===== src/rtl/prv_trap_sequencer_if.sv =====
// prv_trap_sequencer_if: pipeline-side event inputs and CSR/fetch-side results of the trap sequencer
interface prv_trap_sequencer_if;
  typedef logic [31:0] word_t;
  logic  fault_insn, mal_insn, illegal_insn, fault_l, mal_l, fault_s, mal_s, breakpoint, env;
  logic  prot_fault_i, prot_fault_l, prot_fault_s;
  logic  ret;
  logic  ext_int, soft_int, timer_int;
  logic  mstatus_mie, meie, msie, mtie;
  logic  pipe_clear;
  word_t epc, badaddr, mtvec, mepc_r;
  logic  insert_pc;
  word_t priv_pc;
  logic  intr, trap_valid, ret_commit, busy;
  word_t mcause, mepc_wdata, mtval_wdata;
  modport master (
    output fault_insn, mal_insn, illegal_insn, fault_l, mal_l, fault_s, mal_s, breakpoint, env,
    output prot_fault_i, prot_fault_l, prot_fault_s, ret, ext_int, soft_int, timer_int,
    output mstatus_mie, meie, msie, mtie, pipe_clear, epc, badaddr, mtvec, mepc_r,
    input  insert_pc, priv_pc, intr, trap_valid, mcause, mepc_wdata, mtval_wdata, ret_commit, busy
  );
  modport slave (
    input  fault_insn, mal_insn, illegal_insn, fault_l, mal_l, fault_s, mal_s, breakpoint, env,
    input  prot_fault_i, prot_fault_l, prot_fault_s, ret, ext_int, soft_int, timer_int,
    input  mstatus_mie, meie, msie, mtie, pipe_clear, epc, badaddr, mtvec, mepc_r,
    output insert_pc, priv_pc, intr, trap_valid, mcause, mepc_wdata, mtval_wdata, ret_commit, busy
  );
endinterface


===== src/rtl/prv_trap_sequencer.sv =====
// prv_trap_sequencer: latches the winning exception/interrupt/mret, drains the pipe, then redirects fetch
module prv_trap_sequencer (
  input logic                 CLK,
  input logic                 nRST,
  prv_trap_sequencer_if.slave trap_io
);
  typedef logic [31:0] word_t;
  typedef enum logic [1:0] {IDLE, DRAIN, REDIRECT} state_t;
  typedef enum logic [1:0] {K_EXC, K_INT, K_RET} kind_t;
  state_t     state_q, state_d;
  kind_t      kind_q, kind_d;
  word_t      pc_q, pc_d, cause_q, cause_d, epc_q, epc_d, tval_q, tval_d;
  logic       f_insn, f_l, f_s, exc, irq_ext, irq_soft, irq_tim, irq;
  logic [4:0] exc_code, int_code;
  word_t      base;
  always_comb begin
    f_insn   = trap_io.fault_insn | trap_io.prot_fault_i;
    f_l      = trap_io.fault_l | trap_io.prot_fault_l;
    f_s      = trap_io.fault_s | trap_io.prot_fault_s;
    exc      = |{trap_io.breakpoint, f_insn, trap_io.mal_insn, trap_io.illegal_insn, trap_io.env,
                 trap_io.mal_s, trap_io.mal_l, f_s, f_l};
    irq_ext  = trap_io.ext_int & trap_io.meie;
    irq_soft = trap_io.soft_int & trap_io.msie;
    irq_tim  = trap_io.timer_int & trap_io.mtie;
    irq      = trap_io.mstatus_mie & (irq_ext | irq_soft | irq_tim);
    exc_code = trap_io.breakpoint   ? 5'd3  :
               f_insn               ? 5'd1  :
               trap_io.mal_insn     ? 5'd0  :
               trap_io.illegal_insn ? 5'd2  :
               trap_io.env          ? 5'd11 :
               trap_io.mal_s        ? 5'd6  :
               trap_io.mal_l        ? 5'd4  :
               f_s                  ? 5'd7  : 5'd5;
    int_code = irq_ext ? 5'd11 : irq_soft ? 5'd3 : 5'd7;
    base     = {trap_io.mtvec[31:2], 2'b00};
  end
  // Only the IDLE branch samples the event inputs, so everything latched stays frozen until the next IDLE.
  always_comb begin
    state_d = state_q;
    kind_d  = kind_q;
    pc_d    = pc_q;
    cause_d = cause_q;
    epc_d   = epc_q;
    tval_d  = tval_q;
    unique case (state_q)
      IDLE: if (exc | irq | trap_io.ret) begin
        state_d = DRAIN;
        kind_d  = exc ? K_EXC : irq ? K_INT : K_RET;
        pc_d    = exc ? base :
                  irq ? (trap_io.mtvec[1:0] == 2'b01 ? base + {25'd0, int_code, 2'b00} : base) :
                  trap_io.mepc_r;
        if (exc | irq) begin
          cause_d = exc ? {27'd0, exc_code} : {1'b1, 26'd0, int_code};
          epc_d   = trap_io.epc;
          tval_d  = (exc && exc_code inside {5'd0, 5'd1, 5'd4, 5'd5, 5'd6, 5'd7}) ? trap_io.badaddr : '0;
        end
      end
      DRAIN:    state_d = trap_io.pipe_clear ? REDIRECT : DRAIN;
      REDIRECT: state_d = IDLE;
      default:  state_d = IDLE;
    endcase
  end
  always_ff @(posedge CLK or negedge nRST) begin
    if (!nRST) begin
      state_q <= IDLE;
      kind_q  <= K_EXC;
      pc_q    <= '0;
      cause_q <= '0;
      epc_q   <= '0;
      tval_q  <= '0;
    end else begin
      state_q <= state_d;
      kind_q  <= kind_d;
      pc_q    <= pc_d;
      cause_q <= cause_d;
      epc_q   <= epc_d;
      tval_q  <= tval_d;
    end
  end
  assign trap_io.busy        = state_q != IDLE;
  assign trap_io.insert_pc   = state_q == REDIRECT;
  assign trap_io.trap_valid  = state_q == REDIRECT && kind_q != K_RET;
  assign trap_io.ret_commit  = state_q == REDIRECT && kind_q == K_RET;
  assign trap_io.intr        = state_q != IDLE && kind_q == K_INT;
  assign trap_io.priv_pc     = pc_q;
  assign trap_io.mcause      = cause_q;
  assign trap_io.mepc_wdata  = epc_q;
  assign trap_io.mtval_wdata = tval_q;
endmodule


===== src/flat_wrapper.sv =====
// flat-port wrapper written by rule: the top's interface ports become plain ports
module prv_trap_sequencer_flat 
  (CLK, nRST, trap_io_fault_insn, trap_io_mal_insn, trap_io_illegal_insn, trap_io_fault_l, trap_io_mal_l, trap_io_fault_s, trap_io_mal_s, trap_io_breakpoint, trap_io_env, trap_io_prot_fault_i, trap_io_prot_fault_l, trap_io_prot_fault_s, trap_io_ret, trap_io_ext_int, trap_io_soft_int, trap_io_timer_int, trap_io_mstatus_mie, trap_io_meie, trap_io_msie, trap_io_mtie, trap_io_pipe_clear, trap_io_epc, trap_io_badaddr, trap_io_mtvec, trap_io_mepc_r, trap_io_insert_pc, trap_io_priv_pc, trap_io_intr, trap_io_trap_valid, trap_io_mcause, trap_io_mepc_wdata, trap_io_mtval_wdata, trap_io_ret_commit, trap_io_busy);
  prv_trap_sequencer_if trap_io_i ();
  input logic CLK;
  input logic nRST;
  input wire logic [$bits(trap_io_i.fault_insn)-1:0] trap_io_fault_insn;
  input wire logic [$bits(trap_io_i.mal_insn)-1:0] trap_io_mal_insn;
  input wire logic [$bits(trap_io_i.illegal_insn)-1:0] trap_io_illegal_insn;
  input wire logic [$bits(trap_io_i.fault_l)-1:0] trap_io_fault_l;
  input wire logic [$bits(trap_io_i.mal_l)-1:0] trap_io_mal_l;
  input wire logic [$bits(trap_io_i.fault_s)-1:0] trap_io_fault_s;
  input wire logic [$bits(trap_io_i.mal_s)-1:0] trap_io_mal_s;
  input wire logic [$bits(trap_io_i.breakpoint)-1:0] trap_io_breakpoint;
  input wire logic [$bits(trap_io_i.env)-1:0] trap_io_env;
  input wire logic [$bits(trap_io_i.prot_fault_i)-1:0] trap_io_prot_fault_i;
  input wire logic [$bits(trap_io_i.prot_fault_l)-1:0] trap_io_prot_fault_l;
  input wire logic [$bits(trap_io_i.prot_fault_s)-1:0] trap_io_prot_fault_s;
  input wire logic [$bits(trap_io_i.ret)-1:0] trap_io_ret;
  input wire logic [$bits(trap_io_i.ext_int)-1:0] trap_io_ext_int;
  input wire logic [$bits(trap_io_i.soft_int)-1:0] trap_io_soft_int;
  input wire logic [$bits(trap_io_i.timer_int)-1:0] trap_io_timer_int;
  input wire logic [$bits(trap_io_i.mstatus_mie)-1:0] trap_io_mstatus_mie;
  input wire logic [$bits(trap_io_i.meie)-1:0] trap_io_meie;
  input wire logic [$bits(trap_io_i.msie)-1:0] trap_io_msie;
  input wire logic [$bits(trap_io_i.mtie)-1:0] trap_io_mtie;
  input wire logic [$bits(trap_io_i.pipe_clear)-1:0] trap_io_pipe_clear;
  input wire logic [$bits(trap_io_i.epc)-1:0] trap_io_epc;
  input wire logic [$bits(trap_io_i.badaddr)-1:0] trap_io_badaddr;
  input wire logic [$bits(trap_io_i.mtvec)-1:0] trap_io_mtvec;
  input wire logic [$bits(trap_io_i.mepc_r)-1:0] trap_io_mepc_r;
  output wire logic [$bits(trap_io_i.insert_pc)-1:0] trap_io_insert_pc;
  output wire logic [$bits(trap_io_i.priv_pc)-1:0] trap_io_priv_pc;
  output wire logic [$bits(trap_io_i.intr)-1:0] trap_io_intr;
  output wire logic [$bits(trap_io_i.trap_valid)-1:0] trap_io_trap_valid;
  output wire logic [$bits(trap_io_i.mcause)-1:0] trap_io_mcause;
  output wire logic [$bits(trap_io_i.mepc_wdata)-1:0] trap_io_mepc_wdata;
  output wire logic [$bits(trap_io_i.mtval_wdata)-1:0] trap_io_mtval_wdata;
  output wire logic [$bits(trap_io_i.ret_commit)-1:0] trap_io_ret_commit;
  output wire logic [$bits(trap_io_i.busy)-1:0] trap_io_busy;
  assign trap_io_i.fault_insn = trap_io_fault_insn;
  assign trap_io_i.mal_insn = trap_io_mal_insn;
  assign trap_io_i.illegal_insn = trap_io_illegal_insn;
  assign trap_io_i.fault_l = trap_io_fault_l;
  assign trap_io_i.mal_l = trap_io_mal_l;
  assign trap_io_i.fault_s = trap_io_fault_s;
  assign trap_io_i.mal_s = trap_io_mal_s;
  assign trap_io_i.breakpoint = trap_io_breakpoint;
  assign trap_io_i.env = trap_io_env;
  assign trap_io_i.prot_fault_i = trap_io_prot_fault_i;
  assign trap_io_i.prot_fault_l = trap_io_prot_fault_l;
  assign trap_io_i.prot_fault_s = trap_io_prot_fault_s;
  assign trap_io_i.ret = trap_io_ret;
  assign trap_io_i.ext_int = trap_io_ext_int;
  assign trap_io_i.soft_int = trap_io_soft_int;
  assign trap_io_i.timer_int = trap_io_timer_int;
  assign trap_io_i.mstatus_mie = trap_io_mstatus_mie;
  assign trap_io_i.meie = trap_io_meie;
  assign trap_io_i.msie = trap_io_msie;
  assign trap_io_i.mtie = trap_io_mtie;
  assign trap_io_i.pipe_clear = trap_io_pipe_clear;
  assign trap_io_i.epc = trap_io_epc;
  assign trap_io_i.badaddr = trap_io_badaddr;
  assign trap_io_i.mtvec = trap_io_mtvec;
  assign trap_io_i.mepc_r = trap_io_mepc_r;
  assign trap_io_insert_pc = trap_io_i.insert_pc;
  assign trap_io_priv_pc = trap_io_i.priv_pc;
  assign trap_io_intr = trap_io_i.intr;
  assign trap_io_trap_valid = trap_io_i.trap_valid;
  assign trap_io_mcause = trap_io_i.mcause;
  assign trap_io_mepc_wdata = trap_io_i.mepc_wdata;
  assign trap_io_mtval_wdata = trap_io_i.mtval_wdata;
  assign trap_io_ret_commit = trap_io_i.ret_commit;
  assign trap_io_busy = trap_io_i.busy;
  prv_trap_sequencer u_core (.CLK(CLK), .nRST(nRST), .trap_io(trap_io_i));
endmodule

===== config.mk =====
export PLATFORM = sky130hd
export DESIGN_NAME = prv_trap_sequencer_flat
export DESIGN_NICKNAME = d
export VERILOG_FILES = /design/src/rtl/prv_trap_sequencer_if.sv /design/src/rtl/prv_trap_sequencer.sv /design/src/flat_wrapper.sv
export SDC_FILE = /design/constraint.sdc
export NUM_CORES = 1
export LEC_CHECK = 0
export BUFFER_PORTS_ARGS = -buffer_cell sky130_fd_sc_hd__buf_2
export CAP_MARGIN = 40
export CORE_ASPECT_RATIO = 1.2
export CORE_UTILIZATION = 25
export DETAILED_ROUTE_END_ITERATION = 8
export PLACE_DENSITY = 0.49
export REMOVE_ABC_BUFFERS = 1
export SLEW_MARGIN = 20
export SYNTH_ARGS = -nofsm -noshare
export SYNTH_HDL_FRONTEND = slang
export SYNTH_SLANG_ARGS = --single-unit

===== constraint.sdc =====
create_clock -name CLK -period 2 [get_ports CLK]
set_clock_uncertainty 0.2 [all_clocks]
set_input_delay 0.4 -clock CLK [delete_from_list [all_inputs] [get_ports CLK]]
set_output_delay 0.4 -clock CLK [all_outputs]
set_load 0.05 [all_outputs]

==> impl_metrics.csv <==
group,metric,value,unit
global_route,grt_pass1_wl,31.04,mm
pwr,switching_share,51.75,%
detailed_routing,drt_iter0_markers,234,
logic_synthesis,synth_cell_types,60,
die,row_count,58,
hold_path,timing.hold.worst.class,"in2reg",
placed_design,place.port_buffers,256,
die,core_area,20970,um^2
pwr,p_leak,0.004690,uW
critical_path,cp.depth,11,
job,drv_cap,0,
global_route,grt_start_max_net_pins,68,
die,start_util,25.60,%
detailed_routing,viasPerCell,4.747,
status,violations,"negative setup slack",
clock_network,h-tree-depth,3,
global_route,grt_usage,18.68,%
timing,setup_ws,-0.4016,ns
critical_path,max_stage_delay,0.51,ns
final_layout,final_common_cell,"buf_2",
die,chipWidth,135.8,um
clock_network,cts_tree,"yes",
pwr,power_per_cell_area,1699,nW/um^2
critical_path,cp-start-kind,"input port",
timing,finalMaxSlewViolations,0,
critical_path,r2r_slack,-0.03,ns
detailed_routing,drtAntennaViolNets,0,
logic_synthesis,netlist_area,5369,um^2
clock_network,clk_path_buf_depth,2,
pwr,ir_drop,0.8821,mV
pwr,pwr-share-clk,11.3,%
critical_path,critPathTopFamily,"simple AND/OR/NAND/NOR gates",
logic_synthesis,ys.flop_type,"dfrtp_1",
status,outcome,"finished with violations",
clock_network,cts_made_buffers,9,
pwr,switching_power,8163,uW
clock_network,cts_root_buf,"clkbuf_16",
critical_path,path_buf_inv,5,
critical_path,cp_cell_sequence,"buf_2, or4_4, or3_4, buf_6, nor2_4, buf_12, nor2_4, o21a_4, buf_12, buf_16, a22o_1",
placed_design,hpwl,15.07,mm
final_layout,areaGrowthSynthToFinish,72.94,%
pwr,seqPwrFrac,23.9,%
timing,max_freq,416.4,MHz
critical_path,crit_path_end,"u_core.trap_io.mtval_wdata[9]$_DFFE_PN0P_",
critical_path,end_kind,"register",
placed_design,place_congestion,0.8324,
global_route,antenna_found_initial,3,
placed_design,placed_area,7562,um^2
logic_synthesis,ys_seq_elements,105,
timing,grt_setup_unrepaired,"yes",
logic_synthesis,ys_seq_area_share,48.94,%
timing,fin_crit,2.402,ns
final_layout,n_fill_cell,2075,
die,die_h,162.5,um
pwr,p_comb_share,64.8,%
die,fp.dieArea,22070,um^2
detailed_routing,drc,0,
detailed_routing,wl,21.74,mm
timing,final.setup.tns,-33.93,ns
logic_synthesis,synthArstFlopShare,100.0,%
critical_path,cpMaxStageDelayCell,"or4_4",
logic_synthesis,syn_area_per_cell,9.403,um^2
critical_path,r2r-end,"u_core.trap_io.priv_pc[21]$_DFFE_PN0P_",
timing,hold_viol,0,
critical_path,arrival,2.45,ns
pwr,internal-power,7612,uW
logic_synthesis,yosys_warnings,0,
critical_path,required,2.05,ns
die,io_pins,284,
critical_path,path_class,"in2reg",
final_layout,finalInstanceArea,9285,um^2
logic_synthesis,netlist_instances,571,
final_layout,nets,1102,
final_layout,drive_gt1_share,57.71,%
clock_network,clk_pin_slew,0.08,ns
detailed_routing,wl_per_cell,17.75,um
critical_path,cp_max_fo,8,
final_layout,final_cell_mix,"buf_2 (251), dfrtp_1 (105), buf_4 (88)",
clock_network,worst_skew_pair.late_latency,0.35,ns
logic_synthesis,synth_edf_count,0,
clock_network,clkSinkCount,105,
timing,setup_viol,104,
critical_path,rr_worst_depth,8,
critical_path,crit_start,"trap_io_illegal_insn",
detailed_routing,vias,5815,
critical_path,reg2reg_from,"u_core.state_q[1]$_DFFE_PN0P_",
global_route,grt_pass1_vias,5608,
global_route,overflow,0,
timing,post-route-period-util,120.1,%
detailed_routing,drt_first_pass_iters,5,
-- synthesized netlist by cell type (3+ instances only) --
| library cell | count | share of area (%) |
|---|---|---|
| a31oi_1 | 6 | 0.70 |
| ha_1 | 3 | 0.70 |
| a211oi_1 | 3 | 0.42 |
| buf_2 | 8 | 0.75 |
| nor3_1 | 6 | 0.56 |
| nand3_1 | 14 | 1.3 |
| a222oi_1 | 6 | 1.1 |
| buf_6 | 8 | 1.7 |
| nand4_1 | 11 | 1.3 |
| nand2_1 | 129 | 9.0 |
| a22o_1 | 36 | 5.9 |
| o21ai_1 | 8 | 0.75 |
| o22ai_1 | 7 | 0.82 |
| buf_4 | 29 | 4.1 |
| inv_1 | 6 | 0.42 |
| nand2b_1 | 5 | 0.58 |
| and3_1 | 6 | 0.70 |
| and2_1 | 3 | 0.35 |
| nor2b_1 | 5 | 0.58 |
| clkbuf_1 | 11 | 0.77 |
| a22oi_1 | 5 | 0.70 |
| xor2_1 | 8 | 1.3 |
| a221oi_2 | 7 | 2.0 |
| nor2_1 | 44 | 3.1 |
| dfrtp_1 | 105 | 49 |
| a21oi_1 | 21 | 2.0 |
| o21ai_0 | 23 | 2.1 |
| xnor2_1 | 9 | 1.5 |
-- registers in the layout, indices dropped and copies added (netlist names) --
register                    cells
u_core.kind_q                   2
u_core.state_q                  2
u_core.trap_io.mcause           5
u_core.trap_io.mepc_wdata      32
u_core.trap_io.mtval_wdata     32
u_core.trap_io.priv_pc         32
-- power groups by stage --
stage	Sequential [uW]	Combinational, uW	Clock (uW)
floorplan	7110	1920	0
global placement	3700	7980	0
finish	3770	10200	1790
detailed placement	3710	8010	0
CTS	3720	9400	1870
global route	3900	10800	1920
-- what timing repair did --
action,CTS,global route
pin swaps,33,62
endpoints found under the hold margin,64,0
gates cloned,10,10
gates resized for setup,106,111
hold buffers,1,0
endpoints found under the setup margin,107,107
buffers inserted,21,9
-- cells by family after synthesis --
kind of cell / Yosys count / share of synthesized area [%]
fa+ha+maj: 3 / 0.6992
flops: 105 / 48.94
other cells: 1 / 0.06985
xor+xnor: 17 / 2.773
compound gates: 142 / 19.62
buf+inv: 65 / 7.877
simple gates: 238 / 20.02
-- layer usage --
layer  GRT usage [%]  up-vias  wire, um
met5               0        -        13
met2           31.38      256     10460
met3           4.762       30      1817
li1                -     2761         -
met1           23.04     2766      9001
met4           6.282        2       444
-- final cells by class --
| type | instances | area (um^2) | area share [%] |
|---|---|---|---|
| well taps | 270 | 337.8 | 3.638 |
| flip-flops and latches | 105 | 2628 | 28.30 |
| diodes | 2 | 5.005 | 0.05390 |
| inverters | 7 | 26.28 | 0.2830 |
| repair buffers | 398 | 2975 | 32.04 |
| clock inverters | 6 | 58.81 | 0.6333 |
| clock buffers | 10 | 229.0 | 2.466 |
| multi-input cells | 427 | 3025 | 32.58 |
-- per-stage QoR --
| step | total power, uW | hold slack [ns] | util (%) | std cells | setup slack [ns] |
|---|---|---|---|---|---|
| 3_3_place_gp | 11680 | 0.04357 | 36.06 | 1161 | -0.8840 |
| 3_5_place_dp | 11720 | 0.04490 | 36.06 | 1161 | -0.9242 |
| 4_1_cts | 14990 | 0.01628 | 41.31 | 1208 | -0.3976 |
| 5_1_grt | 16610 | 0.03628 | 44.25 | 1223 | -0.4365 |
| 2_1_floorplan | 9034 | -0.09559 | - | 539 | -1.940 |
| 6_report | 15780 | 0.04196 | 44.27 | 1225 | -0.4016 |
-- worst reg2reg max path, cell delays in order, from the launching register on --
cell     delay [ns]
dfrtp_1        0.40
nor2_2         0.18
inv_2          0.10
buf_4          0.15
a21o_4         0.23
buf_12         0.15
buf_8          0.12
a221o_1        0.25
o22a_1         0.15
-- worst min-delay path by stage --
stage	slack [ns]	cells after the start	start	endpoint
6_report	0.04	3	trap_io_epc[26]	u_core.trap_io.mepc_wdata[26]$_DFFE_PN0P_
5_1_grt	0.04	3	trap_io_epc[18]	u_core.trap_io.mepc_wdata[18]$_DFFE_PN0P_
4_1_cts	0.02	3	trap_io_epc[14]	u_core.trap_io.mepc_wdata[14]$_DFFE_PN0P_
3_5_place_dp	0.04	1	nRST	u_core.trap_io.mepc_wdata[4]$_DFFE_PN0P_
3_3_place_gp	0.04	1	nRST	u_core.trap_io.mepc_wdata[4]$_DFFE_PN0P_
2_1_floorplan	-0.1	0	nRST	u_core.kind_q[0]$_DFFE_PN0P_
Note: power is estimated with default switching activity, not from simulation.
